[config.mk]
export PLATFORM = sky130hd
export DESIGN_NAME = pipe_skid_rx
export DESIGN_NICKNAME = d
export VERILOG_FILES = /design/src/rtl/pipe_skid_rx_pkg.sv /design/src/rtl/pipe_skid_rx_sat_counter.sv /design/src/rtl/pipe_skid_rx.sv
export SDC_FILE = /design/constraint.sdc
export NUM_CORES = 1
export LEC_CHECK = 0
export ABC_AREA = 1
export BUFFER_PORTS_ARGS = -buffer_cell sky130_fd_sc_hd__buf_4
export CORE_AREA = 2 2 63 109
export CTS_CLUSTER_SIZE = 8
export DETAILED_ROUTE_END_ITERATION = 8
export DIE_AREA = 0 0 65 111
export PLACE_DENSITY_LB_ADDON = 0.2
export SYNTH_ARGS = -nofsm -noshare
export SYNTH_HDL_FRONTEND = slang
export SYNTH_SLANG_ARGS = --single-unit
[constraint.sdc]
create_clock -name clk -period 2.34 [get_ports clk]
set_input_delay 0.117 -clock clk [delete_from_list [all_inputs] [get_ports clk]]
set_output_delay 0.117 -clock clk [all_outputs]
set_load 0.02 [all_outputs]
[src/rtl/pipe_skid_rx_pkg.sv]
// Shared definitions for the pipeline-register receive skid buffer:
// state encoding, default word width and the flush drop-count helper.
package pipe_skid_rx_pkg;

   localparam int DEF_WIDTH = 24;

   // Encoding doubles as the occupancy value (number of words held).
   typedef enum logic [1:0] {
      ST_EMPTY = 2'd0,
      ST_ONE   = 2'd1,
      ST_FULL  = 2'd2
   } state_t;

   // Words lost to a flush: what was held, minus a word leaving this cycle
   // (that one is delivered), plus a word arriving this cycle.
   function automatic logic [1:0] drop_calc(input logic [1:0] occ,
                                            input logic       emit,
                                            input logic       accept);
      logic [2:0] total;
      total = {1'b0, occ} + {2'b00, accept} - {2'b00, emit};
      return total[1:0];
   endfunction

endpackage

[src/rtl/pipe_skid_rx_sat_counter.sv]
// Saturating up-counter adding 0..2 per cycle; sticks at all-ones.
module sat_counter #(
   parameter int CNT_W = 8
) (
   input  logic             clk,
   input  logic             reset,
   input  logic [1:0]       inc,
   output logic [CNT_W-1:0] count
);

   logic [CNT_W-1:0] count_r;
   logic [CNT_W:0]   sum_s;
   logic [CNT_W-1:0] next_s;

   // Add with one carry bit so an overflow can be detected and clamped.
   always_comb begin
      sum_s = {1'b0, count_r} + {{(CNT_W-1){1'b0}}, inc};
      if (sum_s[CNT_W]) begin
         next_s = {CNT_W{1'b1}};
      end else begin
         next_s = sum_s[CNT_W-1:0];
      end
   end

   // Counter register, cleared only by reset.
   always_ff @(posedge clk or posedge reset) begin
      if (reset) begin
         count_r <= {CNT_W{1'b0}};
      end else begin
         count_r <= next_s;
      end
   end

   assign count = count_r;

endmodule

[src/rtl/pipe_skid_rx.sv]
// Receive side of the stage-to-stage pipeline register: two-entry skid
// buffer (main + skid) so the upstream ready comes straight from a flop,
// with a synchronous flush and a saturating count of flushed words.
module pipe_skid_rx
   import pipe_skid_rx_pkg::*;
#(
   parameter int WIDTH = DEF_WIDTH,
   parameter int CNT_W = 8
) (
   input  logic             clk,
   input  logic             reset,
   input  logic [WIDTH-1:0] in_data,
   input  logic             in_valid,
   output logic             in_ready,
   output logic [WIDTH-1:0] out_data,
   output logic             out_valid,
   input  logic             out_ready,
   input  logic             flush,
   output logic [1:0]       occupancy,
   output logic [CNT_W-1:0] drop_count
);

   state_t           state_r;
   logic [WIDTH-1:0] main_r;
   logic [WIDTH-1:0] skid_r;
   logic             out_valid_r;
   logic             in_ready_r;
   logic             accept_s;
   logic             emit_s;
   logic [1:0]       drop_s;

   assign accept_s = in_valid & in_ready_r;
   assign emit_s   = out_valid_r & out_ready;

   // Number of words a flush throws away this cycle (zero when not flushing).
   always_comb begin
      drop_s = 2'd0;
      if (flush) begin
         drop_s = drop_calc(state_r, emit_s, accept_s);
      end else begin
         drop_s = 2'd0;
      end
   end

   // Skid FSM with datapath; ready/valid are kept as their own flops so no
   // combinational path reaches them from out_ready or in_valid.
   always_ff @(posedge clk or posedge reset) begin
      if (reset) begin
         state_r     <= ST_EMPTY;
         main_r      <= {WIDTH{1'b0}};
         skid_r      <= {WIDTH{1'b0}};
         out_valid_r <= 1'b0;
         in_ready_r  <= 1'b1;
      end else if (flush) begin
         // Only validity is dropped; data registers keep their contents.
         state_r     <= ST_EMPTY;
         out_valid_r <= 1'b0;
         in_ready_r  <= 1'b1;
      end else begin
         case (state_r)
            ST_EMPTY: begin
               if (accept_s) begin
                  main_r      <= in_data;
                  state_r     <= ST_ONE;
                  out_valid_r <= 1'b1;
                  in_ready_r  <= 1'b1;
               end else begin
                  state_r     <= ST_EMPTY;
               end
            end
            ST_ONE: begin
               if (accept_s && emit_s) begin
                  main_r      <= in_data;
                  state_r     <= ST_ONE;
               end else if (accept_s) begin
                  skid_r      <= in_data;
                  state_r     <= ST_FULL;
                  in_ready_r  <= 1'b0;
               end else if (emit_s) begin
                  state_r     <= ST_EMPTY;
                  out_valid_r <= 1'b0;
               end else begin
                  state_r     <= ST_ONE;
               end
            end
            ST_FULL: begin
               if (emit_s) begin
                  main_r      <= skid_r;
                  state_r     <= ST_ONE;
                  in_ready_r  <= 1'b1;
               end else begin
                  state_r     <= ST_FULL;
               end
            end
            default: begin
               state_r     <= ST_EMPTY;
               out_valid_r <= 1'b0;
               in_ready_r  <= 1'b1;
            end
         endcase
      end
   end

   sat_counter #(.CNT_W(CNT_W)) u_drop_cnt (
      .clk   (clk),
      .reset (reset),
      .inc   (drop_s),
      .count (drop_count)
   );

   assign in_ready  = in_ready_r;
   assign out_valid = out_valid_r;
   assign out_data  = main_r;
   assign occupancy = state_r;

endmodule

# Word-level counts from Yosys, hierarchy flattened
# Cells that the tools add are included.
word_totals:
  regBits: 60
  inputBits: 29
  out_inout_bits: 36
  elab_cells: 56
op_classes:
  addsub: 3
  eq_ne: 12
  mux: 24
  n_bitwise: 4
  reduce_logical: 7
ops:
  columns: ["operator", "n"]
  rows:
  - ["$mux W24", 3]
  - ["$pmux W24 S3", 1]
  - ["$ne A3 B3 Y1 const B", 6]
  - ["$mux W1", 11]
  - ["$mux W2", 5]
  - ["$reduce_and A5 Y1", 2]
  - ["$add A8 B2 Y9", 1]
  - ["$mux W8", 1]
  - ["$ne A2 B2 Y1 const B", 4]
  - ["$reduce_and A4 Y1", 2]
  - ["$pmux W1 S3", 2]
  - ["$pmux W2 S3", 1]
  - ["$reduce_bool A3 Y1", 1]
  - ["$add A2 B1 Y2", 1]
  - ["$and A1 B1 Y1", 2]
  - ["$eq A2 B1 Y1 const B", 1]
  - ["$eq A2 B2 Y1 const B", 1]
  - ["$logic_not A2 Y1", 1]
  - ["$not A1 Y1", 2]
  - ["$sub A2 B1 Y2", 1]
  - ["$logic_and A1 B1 Y1", 1]

# Logic depth before layout (Yosys ltp)
# Gate-level depths: netlist of run 1.
logic_depth:
  depth_word: 6
  ltp_mapped: 15
  ltp_nobuf: 15

# Hierarchy
# From an unflattened synthesis of run 1, not the netlist that was laid out.
hier_totals:
  cells_unflattened: 392
  hier_area_um2: 3035.4
by_module_without_submodules:
  columns: ["mod", "instances", "cells_each", "area_each_um2", "seq_area_each_um2"]
  rows:
  - ["pipe_skid_rx", 1, 336, 2586.2, 1302.5]
  - ["sat_counter", 1, 56, 449.2, 200.2]

# Worst setup path after synthesis of run 1
# OpenSTA, ideal clock, no wires.
synth_timing:
  path_type: "reg2reg"
  start: "register in_ready_r, in the netlist in_ready"
  end: "register u_drop_cnt.count_r[7], in the netlist u_drop_cnt.count[7]"
  setup_time_ps: 74
  arrival_ps: 2467
  required_ps: 2266
  slack_ps: -201
  stages_incl_launch_ff: 13
  path_buffers: 0
  period_less_slack_ps: 2541
  cell_sequence: "dfstp_2 > nand2_1 > ha_1 > inv_1 > ha_1 > nand2_1 > inv_1 > ha_1 > inv_1 > fa_1 > nor2_1 > nand4_1 > nand3_1"
synth_between:
  elab_chain_cells: 6
synth_lines:
  columns: ["element", "line_no", "rtl"]
  rows:
  - ["start, declared", "pipe_skid_rx.sv:27", "logic in_ready_r;"]
  - ["start signal, assigned", "pipe_skid_rx.sv:53", "in_ready_r <= 1'b1;"]
  - ["start signal, assigned", "pipe_skid_rx.sv:58", "in_ready_r <= 1'b1;"]
  - ["start signal, assigned", "pipe_skid_rx.sv:66", "in_ready_r <= 1'b1;"]
  - ["$and A1 B1 Y1", "pipe_skid_rx.sv:32", "assign accept_s = in_valid & in_ready_r;"]
  - ["$add A2 B1 Y2", "pipe_skid_rx_pkg.sv:20", "total = {1'b0, occ} + {2'b00, accept} - {2'b00, emit};"]
  - ["$sub A2 B1 Y2", "pipe_skid_rx_pkg.sv:20", null]
  - ["$mux W2", "pipe_skid_rx.sv:38", "if (flush) begin"]
  - ["$add A8 B2 Y9", "pipe_skid_rx_sat_counter.sv:17", "sum_s = {1'b0, count_r} + {{(CNT_W-1){1'b0}}, inc};"]
  - ["$mux W8", "pipe_skid_rx_sat_counter.sv:18", "if (sum_s[CNT_W]) begin"]
  - ["via u_drop_cnt.next_s[7]", "pipe_skid_rx_sat_counter.sv:13", "logic [CNT_W-1:0] next_s;"]
  - ["end signal, assigned", "pipe_skid_rx_sat_counter.sv:28", "count_r <= {CNT_W{1'b0}};"]
  - ["end signal, assigned", "pipe_skid_rx_sat_counter.sv:30", "count_r <= next_s;"]
  - ["end, declared", "pipe_skid_rx_sat_counter.sv:11", "logic [CNT_W-1:0] count_r;"]
# The timed path passes the listed nets, and every way through them passes these cells.
# A chain may end at the register's enable or synchronous reset.

# Worst setup path after layout of run 1
# Same ends and word-level chain as after synthesis.

==> results of run 1 <==
[tightest hold or removal path, stage by stage]
cell     delay, ns
buf_4         0.08
nor2_1        0.04
a21oi_2       0.08
[per-stage QoR]
stage | total power [mW] | setup TNS [ns]
2_1_floorplan | 2.99 | -0.375
3_3_place_gp | 3.73 | -0.280
3_5_place_dp | 3.77 | -0.702
4_1_cts | 4.94 | -0.0106
5_1_grt | 5.32 | -0.492
6_report | 4.95 | 0
[where the power goes]
part           leakage [nW]  internal, mW  switching (mW)
combinational          1.33         0.834            1.20
clock                 0.120         0.718           0.409
sequential            0.699          1.53           0.265
[cell type report]
type	instances	share of cell area [%]
Clock buffer	12	6.19
Timing Repair Buffer	80	15.9
Sequential cell	60	37.7
Inverter	47	4.43
Multi-Input combinational cell	253	33.2
Tap cell	82	2.58
[cell families after synthesis]
| logic type | share of synthesized area (%) |
|---|---|
| AND/OR/NAND/NOR | 25.4 |
| buffers and inverters | 9.26 |
| flip-flops | 50.1 |
| adder cells (fa/ha/maj) | 3.17 |
| XOR/XNOR | 0.292 |
| AO/OA/AOI/OAI | 11.8 |
[repair_timing]
action	in CTS	in global routing
setup endpoints to repair	8	8
hold buffers	1	0
resized for setup	4	12
hold endpoints to repair	28	0
buffers inserted	2	0
pin swaps	5	4
[final timing paths]
path / startpoint / to
worst max-delay path: in_ready / u_drop_cnt.count[7]
worst min-delay path: in_data[12] / skid_r[12]
worst max register to register: in_ready / u_drop_cnt.count[7]
worst min register to register: out_data[21] / out_data[21]
max in group asynchronous: reset / skid_r[12]
min in group asynchronous: reset / skid_r[10]
[cell usage in the layout (no fill, tap or decap), types with 2 or more instances in the layout]
cell type / netlist / final
nand2_1: 98 / 93
buf_4: 4 / 76
dfrtp_1: 59 / 59
inv_1: 43 / 39
nor2_1: 42 / 39
nand3_1: 32 / 29
o21ai_0: 29 / 27
a21oi_1: 18 / 18
a21oi_2: 11 / 11
clkbuf_16: 0 / 9
inv_2: 4 / 8
nand2_2: 3 / 7
nand3_2: 0 / 3
nor3_1: 5 / 3
ha_4: 0 / 3
ha_1: 6 / 3
nor2_2: 0 / 2
nand4_1: 2 / 2
nor3_2: 0 / 2
o21ai_2: 0 / 2
nand3b_1: 2 / 2
clkbuf_1: 5 / 2
buf_12: 0 / 2
[Yosys cell counts]
master    instances
a21oi_1          18
a21oi_2          11
a21oi_4           1
buf_2             6
buf_4             4
buf_6             2
clkbuf_1          5
dfrtp_1          59
dfstp_2           1
fa_1              1
ha_1              6
inv_1            43
inv_2             4
nand2_1          98
nand2_2           3
nand3_1          32
nand3b_1          2
nand4_1           2
nor2_1           42
nor3_1            5
o21ai_0          29
o21ai_1           1
or2_2             1
xnor2_1           1
[metal layers]
layer	wire, um	part of all wire [%]	GRT usage, %	vias up
li1	-	-	-	1328
met1	2840	40	25.7	1256
met2	3670	52	36.2	59
met3	304	4.3	4.16	16
met4	225	3.2	13.0	0
met5	0	0	0	-
[flip-flops by register name (all words and copies together), names as in the netlist]
name	flops
out_data	24
u_drop_cnt.count	8
out_valid	1
skid_r	24
occupancy	2
in_ready	1
==> flow_summary_export.csv, run 1 <==
group,metric,value,unit
sta,rsz0062_at_grt,"true",
sta,tightest_slew,0.674,ns
cells_and_area,nNetsFinal,487,
outcome,status,"complete, no violations",
global_routing,grt_pass1_wl,12000,um
worst_setup_path,critPathKind,"register to register",
sta,whs,0.0330,ns
sta,slew_viol_final,0,
placed_design,io_buffers,64,
die,die_h,111,um
worst_setup_path,crit_path_start_kind,"register",
cells_and_area,post-route-util,62.3,%
clock_network,cts_made_buffers,9,
global_routing,grt_overflow,0,
sta,fin_ws,0.00999,ns
die,die_area,7220,um^2
synth,syn_area,3000,um^2
cells_and_area,antenna_cells,0,
die,fp-row-count,39,
die,ios,65,
worst_setup_path,path_delay_family,"adder cells",
global_routing,antenna_found_initial,0,
synth,syn_avg_cell_area,7.96,um^2
worst_setup_path,arrival,2.59,ns
worst_setup_path,r2r_setup_slack,0.01,ns
worst_setup_path,worstPathMaxFanout,2,
clock_network,cts_root_buf,"clkbuf_16",
clock_network,cts.path.max_buffers,2,
clock_network,cts.clk_slew.worst_paths,0.05,ns
sta,layout_min_cycle_time,2.33,ns
synth,yosys-top-cells-area,"dfrtp_1, nand2_1, inv_1, nand3_1, nor2_1",
global_routing,grt_pass1_vias,2581,
worst_setup_path,end_kind,"register",
routing,drtAntennaViolNets,0,
worst_setup_path,cpPeakStageDelay,0.55,ns
global_routing,track_usage,21.9,%
clock_network,clk_latency,0.33,ns
synth,synth_area_leader_cell,"dfrtp_1",
sta,max_freq,429,MHz
global_routing,grt_start_max_net_pins,52,
synth,yosys_warnings,0,
clock_network,cts_tree,"done",
placed_design,hpwl,4770,um
routing,first_pass_iters,4,
sta,finalCritPeriodShare,99.6,%
synth,synth_cell_types,24,
synth,synth_seq_cells,60,
worst_setup_path,path_buf_inv,4,
clock_network,htreeDepth,3,
worst_setup_path,cpMaxStageDelayCell,"dfstp_2",
placed_design,gp_congestion,0.906,
routing,routed-via-count,2659,
cells_and_area,regArea,1500,um^2
synth,syn_inst,377,
placed_design,dpl-instance-area,3650,um^2
routing,drt_wl_total,7040,um
routing,drc,0,
synth,ys_seq_area_share,50.1,%
clock_network,clock_sinks,60,
min_path,whs_path_depth,3,
placed_design,dp_cells,519,
synth,synth_top_area_share,49.2,%
power,peakVddDrop,769,uV
synth,syn_nets,413,
die,core,6390,um^2
sta,hold_violations,0,
cells_and_area,postLayoutCellArea,3980,um^2
worst_setup_path,cp.required,2.60,ns
routing,vias_per_cell,4.98,
cells_and_area,fill_cells,617,
sta,relSlewSlack,55.0,%
power,p_per_area,1240,nW/um^2
power,leakage,2.15,nW
die,start_util,46.9,%
cells_and_area,drive_above_1_share,29.4,%
worst_setup_path,r2r_cells,13,
placed_design,place_ws,-0.125,ns
sta,skew,0.00381,ns
die,fp.dieW,65,um
min_path,hp-class,"input port to register",
cells_and_area,stdcell_count,534,
sta,setup_violations,0,
flow_run,drv_cap,0,
worst_setup_path,crit_cells,13,
worst_setup_path,path_cells,"nand2_4 > ha_4 > inv_2 > ha_4 > nand2_2 > inv_2 > ha_4 > inv_2 > fa_2 > nor2_2 > nand4_1 > buf_4 > nand3_1",
cells_and_area,syn_to_final_growth,32.7,%
routing,wire_per_inst,13.2,um
cells_and_area,multi_input_area,1320,um^2
routing,dr.first_iter.drc_count,146,
(Power assumes the default switching activity.)
==> run 2, diff against run 1 <==
--- a/config.mk
+++ b/config.mk
@@ -11,6 +11,7 @@
 export CTS_CLUSTER_SIZE = 8
 export DETAILED_ROUTE_END_ITERATION = 8
 export DIE_AREA = 0 0 65 111
+export HOLD_SLACK_MARGIN = 0.06
 export PLACE_DENSITY_LB_ADDON = 0.2
 export SYNTH_ARGS = -nofsm -noshare
 export SYNTH_HDL_FRONTEND = slang
==> run 2 against run 1 <==
- die area did not move
- sequential cell count did not move
- critical path depth fell by 1
- maximum frequency barely moved
- hold slack improved by 0.026 ns
==> flow_summary_export.csv, run 2 (synthesized netlist as in run 1, its figures left out) <==
group,metric,value,unit
die,fp-row-count,39,
sta,hold_violations,0,
worst_setup_path,path_buf_inv,4,
die,die_area,7220,um^2
routing,dr.first_iter.drc_count,155,
cells_and_area,layout.cells.most_common,"nand2_1",
clock_network,clock_sinks,60,
cells_and_area,postLayoutCellArea,4150,um^2
die,ios,65,
die,core,6390,um^2
worst_setup_path,path_cells,"nand2_4 > ha_4 > inv_2 > ha_4 > nand2_2 > inv_2 > ha_4 > inv_2 > fa_2 > buf_4 > nor3_2 > o21ai_2",
placed_design,gp_congestion,0.906,
sta,fin_tns_setup,0,ns
placed_design,dpl-instance-area,3650,um^2
die,start_util,46.9,%
sta,max_freq,429,MHz
sta,whs,0.0586,ns
worst_setup_path,cpPeakStageDelay,0.54,ns
global_routing,antenna_found_initial,0,
cells_and_area,mostFrequentLayoutCells,"nand2_1, buf_4, dfrtp_1",
worst_setup_path,critPathKind,"register to register",
worst_setup_path,cp.required,2.55,ns
placed_design,io_buffers,64,
routing,wire_per_inst,12.8,um
clock_network,cts_tree,"done",
sta,setup_violations,0,
power,p_per_area,1200,nW/um^2
worst_setup_path,r2r_setup_slack,0.009,ns
global_routing,grt_pass1_vias,2645,
clock_network,htreeDepth,3,
routing,routed-via-count,2741,
sta,tightest_slew,0.669,ns
worst_setup_path,worstPathMaxFanout,3,
sta,finalCritPeriodShare,99.6,%
worst_setup_path,timing.rr.end,"u_drop_cnt.count[4]",
global_routing,grt_start_max_net_pins,52,
placed_design,dp_cells,519,
die,fp.dieW,65,um
min_path,whs_path_depth,3,
worst_setup_path,arrival,2.55,ns
outcome,status,"complete, no violations",
sta,slew_viol_final,0,
clock_network,clk_latency,0.33,ns
worst_setup_path,crit_path_start_kind,"register",
worst_setup_path,endpoint,"u_drop_cnt.count[4]",
cells_and_area,nNetsFinal,504,
routing,vias_per_cell,4.97,
worst_setup_path,end_kind,"register",
flow_run,drv_cap,0,
routing,drt_wl_total,7070,um
cells_and_area,syn_to_final_growth,38.4,%
placed_design,hpwl,4770,um
sta,rsz0062_at_grt,"true",
clock_network,cts.path.max_buffers,2,
sta,skew,0.00267,ns
worst_setup_path,timing.rr.start,"in_ready",
min_path,hp-class,"input port to register",
global_routing,grt_pass1_wl,12200,um
global_routing,grt_overflow,0,
power,leakage,2.23,nW
clock_network,cts_made_buffers,9,
worst_setup_path,r2r_cells,12,
sta,layout_min_cycle_time,2.33,ns
sta,relSlewSlack,55.4,%
cells_and_area,drive_above_1_share,28.4,%
die,die_h,111,um
cells_and_area,antenna_cells,0,
worst_setup_path,cpMaxStageDelayCell,"dfstp_2",
routing,drtAntennaViolNets,0,
worst_setup_path,path_delay_family,"adder cells",
global_routing,track_usage,22.1,%
cells_and_area,stdcell_count,551,
worst_setup_path,crit_cells,12,
clock_network,cts_root_buf,"clkbuf_16",
routing,drc,0,
worst_setup_path,startpoint,"in_ready",
routing,first_pass_iters,4,
power,peakVddDrop,778,uV
clock_network,cts.clk_slew.worst_paths,0.05,ns
run 2: cell type report:
type                            instances  area (um^2)
Clock buffer                           12          246
Multi-Input combinational cell        253         1320
Sequential cell                        60         1500
Timing Repair Buffer                   97          802
Fill cell                             594         2240
Tap cell                               82          103
Inverter                               47          176
run 2: how the worst min path moves through the flow:
stage | slack [ns] | from | end
floorplan | 0.27 | in_data[12] | skid_r[12]
global placement | 0.25 | reset | skid_r[10]
detailed placement | 0.26 | reset | skid_r[10]
CTS | 0.06 | in_data[22] | skid_r[22]
global route | 0.07 | in_data[15] | skid_r[15]
finish | 0.06 | in_data[4] | skid_r[4]
run 2: stage by stage:
stage | worst slack [ns] | util (%) | power, mW
global route | -0.0801 | 65.0 | 5.34
CTS | -0.0105 | 64.2 | 4.96
floorplan | -0.0597 | - | 2.99
finish | 0.00885 | 65.0 | 4.97
global placement | -0.0527 | 57.1 | 3.73
detailed placement | -0.125 | 57.1 | 3.77
run 2: metal layers:
layer  part of all wire (%)  wire length [um]  track usage, %
met5                      0                 0               0
met4                    3.2               223            13.0
met3                    4.3               304            4.06
met2                     53              3730            37.1
met1                     40              2810            25.5
run 2: worst reg2reg max path, stage by stage, from the launching register on:
cell and delay [ns]:
dfstp_2 0.54, nand2_4 0.06, ha_4 0.27, inv_2 0.04, ha_4 0.25, nand2_2 0.04
inv_2 0.06, ha_4 0.12, inv_2 0.04, fa_2 0.36, buf_4 0.17, nor3_2 0.20
o21ai_2 0.08
run 2: power by group:
group          switching [mW]  total [mW]  internal (mW)  leakage, nW
Clock                   0.410        1.13          0.718        0.120
Combinational            1.20        2.06          0.852         1.41
Sequential              0.264        1.79           1.53        0.699
run 2: what timing repair did:
action | 4_1_cts | 5_1_grt
pin swaps | 5 | 4
buffers inserted | 2 | 0
hold endpoints to repair | 45 | 0
hold buffers | 18 | 0
gates resized for setup | 4 | 12
setup endpoints to repair | 8 | 8
